`src/rtl/shift_seq_ctrl.sv`:
```
// shift_seq_ctrl: serial pattern sequencer with prescaled capture strobes and detector hit counting
module shift_seq_ctrl #(
  parameter int PAT_W = 16
) (
  input  logic             clk,
  input  logic             reset,
  input  logic             start,
  input  logic             abort,
  input  logic [PAT_W-1:0] pattern,
  input  logic [4:0]       len,
  input  logic [7:0]       div,
  input  logic             det,
  output logic             x,
  output logic             shift_en,
  output logic             busy,
  output logic             done,
  output logic [3:0]       hit_cnt,
  output logic [4:0]       bit_idx
);
  localparam logic [1:0] IDLE  = 2'd0;
  localparam logic [1:0] SHIFT = 2'd1;
  localparam logic [1:0] DRAIN = 2'd2;
  localparam logic [1:0] DONE  = 2'd3;
  logic [1:0]       state_q, state_d;
  logic [PAT_W-1:0] sh_q, sh_d;
  logic [4:0]       len_q, len_d;
  logic [7:0]       div_q, div_d;
  logic [7:0]       presc_q, presc_d;
  logic [4:0]       idx_q, idx_d;
  logic [3:0]       hit_q, hit_d;
  logic             samp_q, samp_d;
  logic [4:0]       idx_inc;
  assign idx_inc  = idx_q + 5'd1;
  assign shift_en = (state_q == SHIFT) && (presc_q == 8'd0);
  assign x        = (state_q == SHIFT) && sh_q[PAT_W-1];
  assign busy     = state_q != IDLE;
  assign done     = state_q == DONE;
  assign hit_cnt  = hit_q;
  assign bit_idx  = idx_q;
  // next-state: accept start in IDLE, pace strobes by the prescaler, count hits one cycle after each strobe
  always_comb begin
    state_d = state_q;
    sh_d    = sh_q;
    len_d   = len_q;
    div_d   = div_q;
    presc_d = presc_q;
    idx_d   = idx_q;
    hit_d   = hit_q;
    samp_d  = 1'b0;
    if (state_q == IDLE) begin
      if (start && !abort) begin
        sh_d    = pattern;
        len_d   = (len == 5'd0) ? 5'd16 : len;
        div_d   = div;
        presc_d = div;
        idx_d   = 5'd0;
        hit_d   = 4'd0;
        state_d = SHIFT;
      end
    end else if (abort) begin
      state_d = IDLE;
    end else begin
      if (samp_q && det && hit_q != 4'hf) hit_d = hit_q + 4'd1;
      if (state_q == SHIFT) begin
        if (shift_en) begin
          sh_d    = {sh_q[PAT_W-2:0], 1'b0};
          idx_d   = idx_inc;
          presc_d = div_q;
          samp_d  = 1'b1;
          state_d = (idx_inc == len_q) ? DRAIN : SHIFT;
        end else begin
          presc_d = presc_q - 8'd1;
        end
      end else begin
        state_d = (state_q == DRAIN) ? DONE : IDLE;
      end
    end
  end
  // state registers, cleared asynchronously by reset
  always_ff @(posedge clk or negedge reset) begin
    if (!reset) begin
      state_q <= IDLE;
      sh_q    <= '0;
      len_q   <= '0;
      div_q   <= '0;
      presc_q <= '0;
      idx_q   <= '0;
      hit_q   <= '0;
      samp_q  <= 1'b0;
    end else begin
      state_q <= state_d;
      sh_q    <= sh_d;
      len_q   <= len_d;
      div_q   <= div_d;
      presc_q <= presc_d;
      idx_q   <= idx_d;
      hit_q   <= hit_d;
      samp_q  <= samp_d;
    end
  end
endmodule

```
`config.mk`:
```
export PLATFORM = sky130hd
export DESIGN_NAME = shift_seq_ctrl
export DESIGN_NICKNAME = d
export VERILOG_FILES = /design/src/rtl/shift_seq_ctrl.sv
export SDC_FILE = /design/constraint.sdc
export NUM_CORES = 1
export LEC_CHECK = 0
export ABC_CLOCK_PERIOD_IN_PS = 2400
export CAP_MARGIN = 20
export CORE_MARGIN = 2
export CORE_UTILIZATION = 50
export CTS_CLUSTER_SIZE = 28
export DETAILED_ROUTE_END_ITERATION = 12
export PLACE_DENSITY = 0.77
export SLEW_MARGIN = 10
export SYNTH_ARGS = -nofsm -noshare
export SYNTH_HDL_FRONTEND = slang
export SYNTH_SLANG_ARGS = --single-unit
```
`constraint.sdc`:
```
create_clock -name clk -period 2.4 [get_ports clk]
set_clock_uncertainty 0.2 [all_clocks]
set_input_delay 0.48 -clock clk [delete_from_list [all_inputs] [get_ports clk]]
set_output_delay 0.48 -clock clk [all_outputs]
set_load 0.01 [all_outputs]
```
* Word level (Yosys, flattened, before mapping)
Cells that the tools add are included.
Word-level totals: output and inout port bits 13, word-level logic and storage cells 68, register bits after elaboration 49
Cells by class: $add $sub $neg 3, reductions and logical operators 18, equal/unequal tests 8, muxes and demuxes 31
Operators with widths (number):
- $mux 16 | 5
- $mux 8 | 5
- $mux 5 | 6
- $mux 4 | 4
- $mux 2 | 7
- $logic_not 8->1 | 1
- $reduce_bool 2->1 | 4
- $sub 8x1->8 const B | 1
- $reduce_and 3->1 | 2
- $add 5x1->5 const B | 1
- $eq 5x5->1 | 1
- $logic_and 1x1->1 | 5
- $logic_not 5->1 | 1
- $add 4x1->4 const B | 1
- $eq 2x2->1 const B | 2
- $mux 1 | 4
- $ne 2x1->1 const B | 2
- $ne 4x3->1 const B | 1
- $ne 4x4->1 const B | 1
- $reduce_and 2->1 | 2
- $reduce_and 4->1 | 1
- $eq 2x1->1 const B | 1
- $logic_not 2->1 | 1
- $logic_not 1->1 | 1

* Depth between registers and ports, before layout
Gate-level depths: netlist of the first run.
depth after elaboration 7, mapped depth 9, gate-level depth less buffers 9

* Worst setup path after synthesis of the first run
OpenSTA, ideal clock, no wires.
path type register to register, from register idx_q[0] (netlist: bit_idx[0]), to register state_q[0], period minus slack after synthesis 2.021 ns, stages on the path, launching flop included 7, buffers on the path 0, slack 0.379 ns, arrival time 1.710 ns, cells stage by stage dfrtp_1 ha_1 nor2b_1 a221o_1 a31oi_1 nor4b_2 a2111oi_2
On the way: cells in the longest elaborated chain, start to end 7
RTL lines:
- start, declared | RTL line 29 | logic [4:0] idx_q, idx_d;
- start signal, assigned | RTL line 96 | idx_q <= idx_d;
- $add 5x1->5 | RTL line 33 | assign idx_inc = idx_q + 5'd1;
- $eq 5x5->1 | RTL line 70 | state_d = (idx_inc == len_q) ? DRAIN : SHIFT;
- $mux 2 | RTL line 70
- $mux 2 | RTL line 65 | if (shift_en) begin
- $mux 2 | RTL line 64 | if (state_q == SHIFT) begin
- $mux 2 | RTL line 60 | end else if (abort) begin
- $mux 2 | RTL line 50 | if (state_q == IDLE) begin
- end signal, assigned | RTL line 91 | state_q <= state_d;
- end, declared | RTL line 24 | logic [1:0] state_q, state_d;
No other way between the ends. The select of a mux whose other input is x is not followed. A chain may end at the register's enable or synchronous reset.

* Worst setup path in the final report of the first run
from register state_q[0], to output port done
On the way: cells in the longest elaborated chain, start to end 1
RTL lines:
- $eq 2x2->1 | RTL line 37 | assign done = state_q == DONE;
- end, declared | RTL line 16 | output logic done,
No other way between the ends.

==> metrics.md, run 1 <==
| Metric | Value |
|---|---|
| Global route total overflow | `0` |
| Worst reg2reg setup slack | `0.31 ns` |
| FF-to-FF End | `state_q[0]` |
| DPL Wire Length | `4300 um` |
| Ys async rst share | `100%` |
| Clock-pin slew on the worst setup and hold paths | `0.09 ns` |
| Clock Path Buffers | `2` |
| DR vias | `2211` |
| Delay-heaviest family, CP | `buffers and inverters` |
| Total power divided by cell area | `641 nW/um^2` |
| Reg-to-Reg Start | `bit_idx[1]` |
| Crit path kind | `reg2out` |
| IO Pins | `47` |
| Initial DRC Count | `109` |
| CP required | `1.72 ns` |
| Reg2reg path depth | `6` |
| Mapped Cells | `272` |
| Worst Hold Launch | `sh_q[0]` |
| CTS Root Cell | `clkbuf_8` |
| Residual DRC | `0` |
| Synth top area share | `47.3%` |
| Worst EP arrival | `1.67 ns` |
| Synthesized cell area | `2590 sq um` |
| Starting density of the core | `51.5%` |
| Initial antenna violation count | `0` |
| Num rows | `26` |
| Syn_nets | `310` |
| Sw Share | `28.2%` |
| Crit path cell chain | `buf_6, and2_1, clkdlybuf4s50_1` |
| Synth cell types | `50` |
| Cell internal pwr | `1.54 mW` |
| Drt pass-1 iters | `4` |
| Critical Path End Type | `primary output` |
| Via-per-instance ratio | `5.53` |
| Post-layout min period | `2.35 ns` |
| Top FF cell, synth | `dfrtp_1` |
| Period utilisation layout | `97.8%` |
| Fmax | `426 MHz` |
| Seq cells post-synth | `49` |
| Seq/Total Area, Yosys | `47.3%` |
| Synth area leader | `dfrtp_1` |
| Worst path max stage delay | `0.55 ns` |
| Filler cell count | `435` |
| Sequential power share | `49.5%` |
| Ranking of synthesized cells by area | `dfrtp_1 (47%), nand2_1 (7.2%), mux2_2 (5.2%)` |
| Hold Vio Cnt, Final | `0` |
| CTS tree | `yes` |
| Register Area | `1230 sq um` |
| # Max-Cap Violations | `0` |
| RePlAce Congestion | `0.776` |
| Number of CTS-inserted buffers | `5` |
| Net Switching | `605 uW` |
| Area of the multi-input gates | `1270 sq um` |
| Yosys warns | `0` |
| Core area | `5040 sq um` |
| Max_slew headroom | `59.6%` |
| Crit Path Max Fanout | `17` |
| Gate power share | `21.6%` |
| Worst hold path endpoint | `sh_q[0]` |
| Sink Count | `49` |
| Die Area | `5780 sq um` |
| Number of synthesized flops with an enable pin | `0` |
| Min Hold Slack | `0.287 ns` |
| Wirelength per Cell | `14.8 um` |
| Commonest cells post-synth | `nand2_1 (50), dfrtp_1 (49), nor2_1 (29)` |
| H-tree depth reported by CTS | `2` |
| Largest net degree at the start of global routing | `32` |
| Critical path buffer and inverter count | `2` |
| Gr usage total | `21.9%` |
| Worst-Margin Slew | `0.605 ns` |
| Worst Hold Depth | `2` |
| Final antenna-violating net count | `0` |
| Setup violators final | `0` |
| CP max stage cell | `clkdlybuf4s50_1` |
| Clock Power Share | `28.9%` |
| Ant diodes | `0` |
| Standby leakage power | `1.45 nW` |
| Maximum vdd ir drop | `0.529 mV` |
| Fin nets | `367` |
| Worst skew pair latency | `0.30 ns` |
| Most frequent cell after synthesis | `nand2_1` |
| Area delta synth->final | `29.0%` |
| Status | `complete, no violations` |
| Mean Syn Cell Area | `9.54 sq um` |
| Min-delay worst type | `reg2reg` |
| Die H | `76.0 um` |
| CP startpoint kind | `register` |
| Detailed Route WL | `5920 um` |
| Placed insts | `390` |
| Die width | `76.0 um` |
| Vias in the first global route | `2183` |
| Count of input and output buffers | `46` |
| Share of cells above drive strength 1 | `14.5%` |
| First-pass GRT wire length | `10300 um` |
| Fin. max-slew vios | `0` |
| Post-Layout Cell Count | `400` |
==> layout by cell type, fill, tap and decap left out, drive strengths merged, types with 4 or more instances in the layout <==
cell type,n
ha,4
nor3,8
nor2,30
clkdlybuf4s50,44
buf,17
o21ai,16
a31oi,17
clkbuf,6
inv,7
xor2,8
dfrtp,49
mux2,14
nand2,50
a21oi,6
nand3,5
==> power by group through the flow <==
stage	Sequential [mW]	Clock (mW)	Combinational, mW
6_report	1.06	0.621	0.463
5_1_grt	1.08	0.670	0.525
4_1_cts	1.06	0.634	0.466
3_5_place_dp	1.07	0	0.463
3_3_place_gp	1.07	0	0.444
2_1_floorplan	1.05	0	0.291
==> worst max path at each step <==
stage	end	slack, ns	start	depth (start not counted)
6_report	done	0.05	state_q[0]	3
5_1_grt	done	-0.003	state_q[0]	3
4_1_cts	shift_en	0.03	presc_q[1]	6
3_5_place_dp	shift_en	0.10	presc_q[1]	6
3_3_place_gp	shift_en	0.14	presc_q[1]	6
2_1_floorplan	state_q[0]	0.38	bit_idx[0]	6
==> flip-flops by register name, summed over array words and instances (netlist names) <==
register	flops
len_q	5
div_q	8
bit_idx	5
samp_q	1
hit_cnt	4
presc_q	8
state_q	2
sh_q	16
==> logic make-up after synthesis <==
kind of cell | Yosys count | synth area share (%)
compound gates | 57 | 14.6
xor+xnor | 11 | 3.71
fa+ha+maj | 4 | 1.93
buf+inv | 21 | 3.81
flops | 49 | 47.3
mux | 16 | 6.85
simple gates | 114 | 21.8
==> stage by stage <==
step                area [sq um]  utilization [%]  total power [mW]  setup slack (ns)  setup TNS [ns]
finish                      3350             66.4              2.15            0.0522               0
global route                3350             66.4              2.27          -0.00270        -0.00270
CTS                         3340             66.2              2.16            0.0256               0
detailed placement          3210             63.6              1.54             0.103               0
global placement            3210             63.6              1.51             0.139               0
floorplan                   2590                -              1.34             0.379               0
==> tightest hold or removal path: stages, from the launching register on <==
cell and delay (ns):
dfrtp_1 0.36, nand2_1 0.05, nand2_1 0.05
==> layer usage <==
layer | vias to the layer above | part of all wire [%] | track usage (%)
met5 | - | 0 | 0
met4 | 0 | 1.6 | 6.18
met3 | 13 | 5.4 | 4.74
met2 | 66 | 49 | 36.8
met1 | 1067 | 44 | 28.9
li1 | 1065 | - | -
==> area by class of cell <==
type | instances | share of cell area (%)
tap | 70 | 2.62
multi-input combinational | 202 | 37.9
inverter | 8 | 0.934
timing repair buffer | 63 | 18.3
clock inverter | 2 | 1.12
clock buffer | 6 | 2.47
sequential | 49 | 36.6
==> repair_timing <==
item | 4_1_cts | 5_1_grt
hold buffers | 1 | 0
gates cloned | 0 | 0
endpoints found under the setup margin | 1 | 3
gates resized for setup | 1 | 2
setup buffers | 0 | 1
hold endpoints to repair | 24 | 0
No activity file was read; power rests on OpenSTA's default activity.
==> inputs of run 2 (changes only) <==
--- a/config.mk
+++ b/config.mk
@@ -5,13 +5,14 @@
 export SDC_FILE = /design/constraint.sdc
 export NUM_CORES = 1
 export LEC_CHECK = 0
-export ABC_CLOCK_PERIOD_IN_PS = 2400
+export ABC_AREA = 1
+export ABC_CLOCK_PERIOD_IN_PS = 2100
 export CAP_MARGIN = 20
 export CORE_MARGIN = 2
-export CORE_UTILIZATION = 50
+export CORE_UTILIZATION = 47
 export CTS_CLUSTER_SIZE = 28
 export DETAILED_ROUTE_END_ITERATION = 12
-export PLACE_DENSITY = 0.77
+export PLACE_DENSITY = 0.76
 export SLEW_MARGIN = 10
 export SYNTH_ARGS = -nofsm -noshare
 export SYNTH_HDL_FRONTEND = slang
==> constraint.sdc (replaced) <==
create_clock -name clk -period 2.1 [get_ports clk]
set_clock_uncertainty 0.2 [all_clocks]
set_input_delay 0.63 -clock clk [delete_from_list [all_inputs] [get_ports clk]]
set_output_delay 0.63 -clock clk [all_outputs]
set_load 0.01 [all_outputs]
==> metrics.md, run 2 <==
| Metric | Value |
|---|---|
| Status | `complete, but fails checks` |
| Failing checks | `setup timing` |
| Min-delay worst type | `in2async` |
| Fin. max-slew vios | `0` |
| Worst-Margin Slew | `0.406 ns` |
| Global route total overflow | `0` |
| DR vias | `2503` |
| Die Area | `6110 sq um` |
| Total power divided by cell area | `1180 nW/um^2` |
| Gate power share | `51.2%` |
| Ant diodes | `0` |
| Count of input and output buffers | `46` |
| Residual DRC | `0` |
| Area of the multi-input gates | `1170 sq um` |
| Worst skew pair latency | `0.29 ns` |
| RePlAce Congestion | `0.871` |
| Number of CTS-inserted buffers | `5` |
| Synth top area share | `47.4%` |
| Number of synthesized flops with an enable pin | `0` |
| Ranking of synthesized cells by area | `dfrtp_1 (47%), nand2_1 (12%), inv_1 (7.1%)` |
| Reg-to-Reg Start | `presc_q[3]` |
| Met3 Use GR | `3.45%` |
| Clock Path Buffers | `2` |
| Sink Count | `49` |
| Largest registers | `sh_q x16, div_q x8, presc_q x8` |
| # Max-Cap Violations | `0` |
| CTS tree | `yes` |
| Hold Vio Cnt, Final | `0` |
| Detailed Route WL | `6350 um` |
| Seq/Total Area, Yosys | `47.4%` |
| Ys async rst share | `100%` |
| Yosys warns | `0` |
| Top FF cell, synth | `dfrtp_1` |
| Net Switching | `1.69 mW` |
| Num rows | `27` |
| Standby leakage power | `1.69 nW` |
| Fin nets | `454` |
| Power, Total | `4.21 mW` |
| Largest register FFs | `16` |
| Synth area leader | `dfrtp_1` |
| Reg2reg path depth | `10` |
| Leading cell type in the layout, fill and taps excluded | `nand2_1` |
| CP startpoint kind | `register` |
| Commonest non-fill, non-tap cells in the layout | `nand2_1 (82), dfrtp_1 (47), inv_1 (45)` |
| Core Util, Final | `65.9%` |
| Sequential power share | `36.1%` |
| CP required | `1.27 ns` |
| Placed insts | `470` |
| Crit Path Max Fanout | `2` |
| CP endpoint | `shift_en` |
| Starting density of the core | `47.8%` |
| Wirelength per Cell | `13.0 um` |
| Synth cell types | `24` |
| Gr usage total | `22.3%` |
| Setup ws final | `-0.101 ns` |
| FF-to-FF End | `presc_q[1]` |
| Clock Power Share | `12.7%` |
| IO Pins | `47` |
| Largest net degree at the start of global routing | `50` |
| Initial DRC Count | `197` |
| Cell internal pwr | `2.52 mW` |
| Die H | `78.2 um` |
| Final antenna-violating net count | `0` |
| Met2 usage | `37.6%` |
| Worst reg2reg setup slack | `0.22 ns` |
| Area delta synth->final | `37.7%` |
| Seq cells post-synth | `49` |
| Die width | `78.2 um` |
| Max_slew headroom | `72.9%` |
| Drt pass-1 iters | `4` |
| Post-Layout Cell Count | `489` |
| Via-per-instance ratio | `5.12` |
| Dpl ws | `-0.240 ns` |
| Sw Share | `40.1%` |
| Post-layout min period | `2.20 ns` |
| Critical Path End Type | `primary output` |
| Worst EP arrival | `1.37 ns` |
| Period utilisation layout | `105%` |
| Launch point of the worst path | `presc_q[0]` |
| Clock-pin slew on the worst setup and hold paths | `0.09 ns` |
| CTS Root Cell | `clkbuf_8` |
| Commonest cells post-synth | `nand2_1 (85), dfrtp_1 (49), inv_1 (49)` |
| Core area | `5410 sq um` |
| Mapped Cells | `330` |
| Most frequent cell after synthesis | `nand2_1` |
| Share of cells above drive strength 1 | `18.2%` |
| Register Area | `1230 sq um` |
| RSZ-0062 raised after global routing | `true` |
| First-pass GRT wire length | `10900 um` |
| Maximum vdd ir drop | `0.505 mV` |
| Filler cell count | `475` |
| Syn_nets | `368` |
| Top reg by flops | `sh_q` |
| Mean Syn Cell Area | `7.83 sq um` |
| Fmax | `454 MHz` |
| DPL Wire Length | `4370 um` |
| Setup violators final | `1` |
| Vias in the first global route | `2478` |
| Initial antenna violation count | `0` |
| Grt peak-use layer | `met2` |
| Synthesized cell area | `2580 sq um` |
| Crit path kind | `reg2out` |
| H-tree depth reported by CTS | `2` |
| Met1 GRT Util | `29.5%` |
[run 2: cell count changes in the layout (fill, tap and decap cells not counted), sizes merged, moves of 5 or more]
cell    delta
inv       +43
nand2     +36
buf       +29
o21ai     +28
o211ai    +18
a31oi     -17
mux2      -14
nand3     +12
a21oi     +11
nor2      -10
nor3       -8
xor2       -5
[run 2: cells by family after synthesis]
logic type               synth area share [%]
AO/OA/AOI/OAI                            18.4
AND/OR/NAND/NOR                          21.7
adder cells (fa/ha/maj)                  1.94
buffers and inverters                    9.20
XOR/XNOR                                 1.36
flip-flops                               47.4
[run 2: worst min path at each step]
stage                     startpoint         end  slack (ns)  cells after the start
after floorplan                reset  bit_idx[0]        0.13                      0
after global placement      div_q[2]    div_q[2]        0.27                      2
after detailed placement    div_q[6]    div_q[6]        0.28                      2
after CTS                      reset    sh_q[11]        0.11                      2
after global routing           reset    sh_q[11]        0.11                      2
final                          reset    sh_q[11]        0.10                      2
[run 2: area by class of cell]
| type | instances | area share [%] |
|---|---|---|
| clock buffers | 7 | 2.14 |
| inverters | 50 | 5.27 |
| clock inverters | 1 | 0.211 |
| well taps | 72 | 2.53 |
| multi-input cells | 221 | 33.0 |
| repair buffers | 89 | 22.4 |
| flip-flops and latches | 49 | 34.5 |
[run 2: power by group through the flow]
stage / registers [mW] / clock network, mW / logic [mW]
6_report: 1.52 / 0.536 / 2.15
5_1_grt: 1.56 / 0.587 / 2.44
4_1_cts: 1.52 / 0.546 / 2.00
3_5_place_dp: 1.55 / 0 / 1.93
3_3_place_gp: 1.53 / 0 / 1.87
2_1_floorplan: 1.54 / 0 / 1.18
[run 2: routing by layer]
metal,wire (um),share of wire [%]
met1,2850,45
met2,3080,48
met3,308,4.9
met4,109,1.7
met5,0,0
[run 2: repair_timing]
item	in CTS	in global routing
gates resized for setup	15	23
hold buffers	0	0
setup buffers	6	5
pin swaps	0	4
endpoints found under the setup margin	10	29
[run 2: stage by stage]
stage                     instance area [sq um]  setup TNS (ns)  hold WS [ns]
after global placement                     3350           -4.49         0.266
after CTS                                  3470          -0.175         0.111
after floorplan                            2580               0         0.134
final                                      3560          -0.101         0.103
after global routing                       3560          -0.184         0.111
after detailed placement                   3350           -5.74         0.276
[run 2: critical path, stage by stage, from the launching register on]
cell and delay, ns:
dfrtp_1 0.40, inv_2 0.08, ha_4 0.13, nand2_4 0.04, nor2_4 0.14, inv_2 0.07
nor2_4 0.12, buf_6 0.11
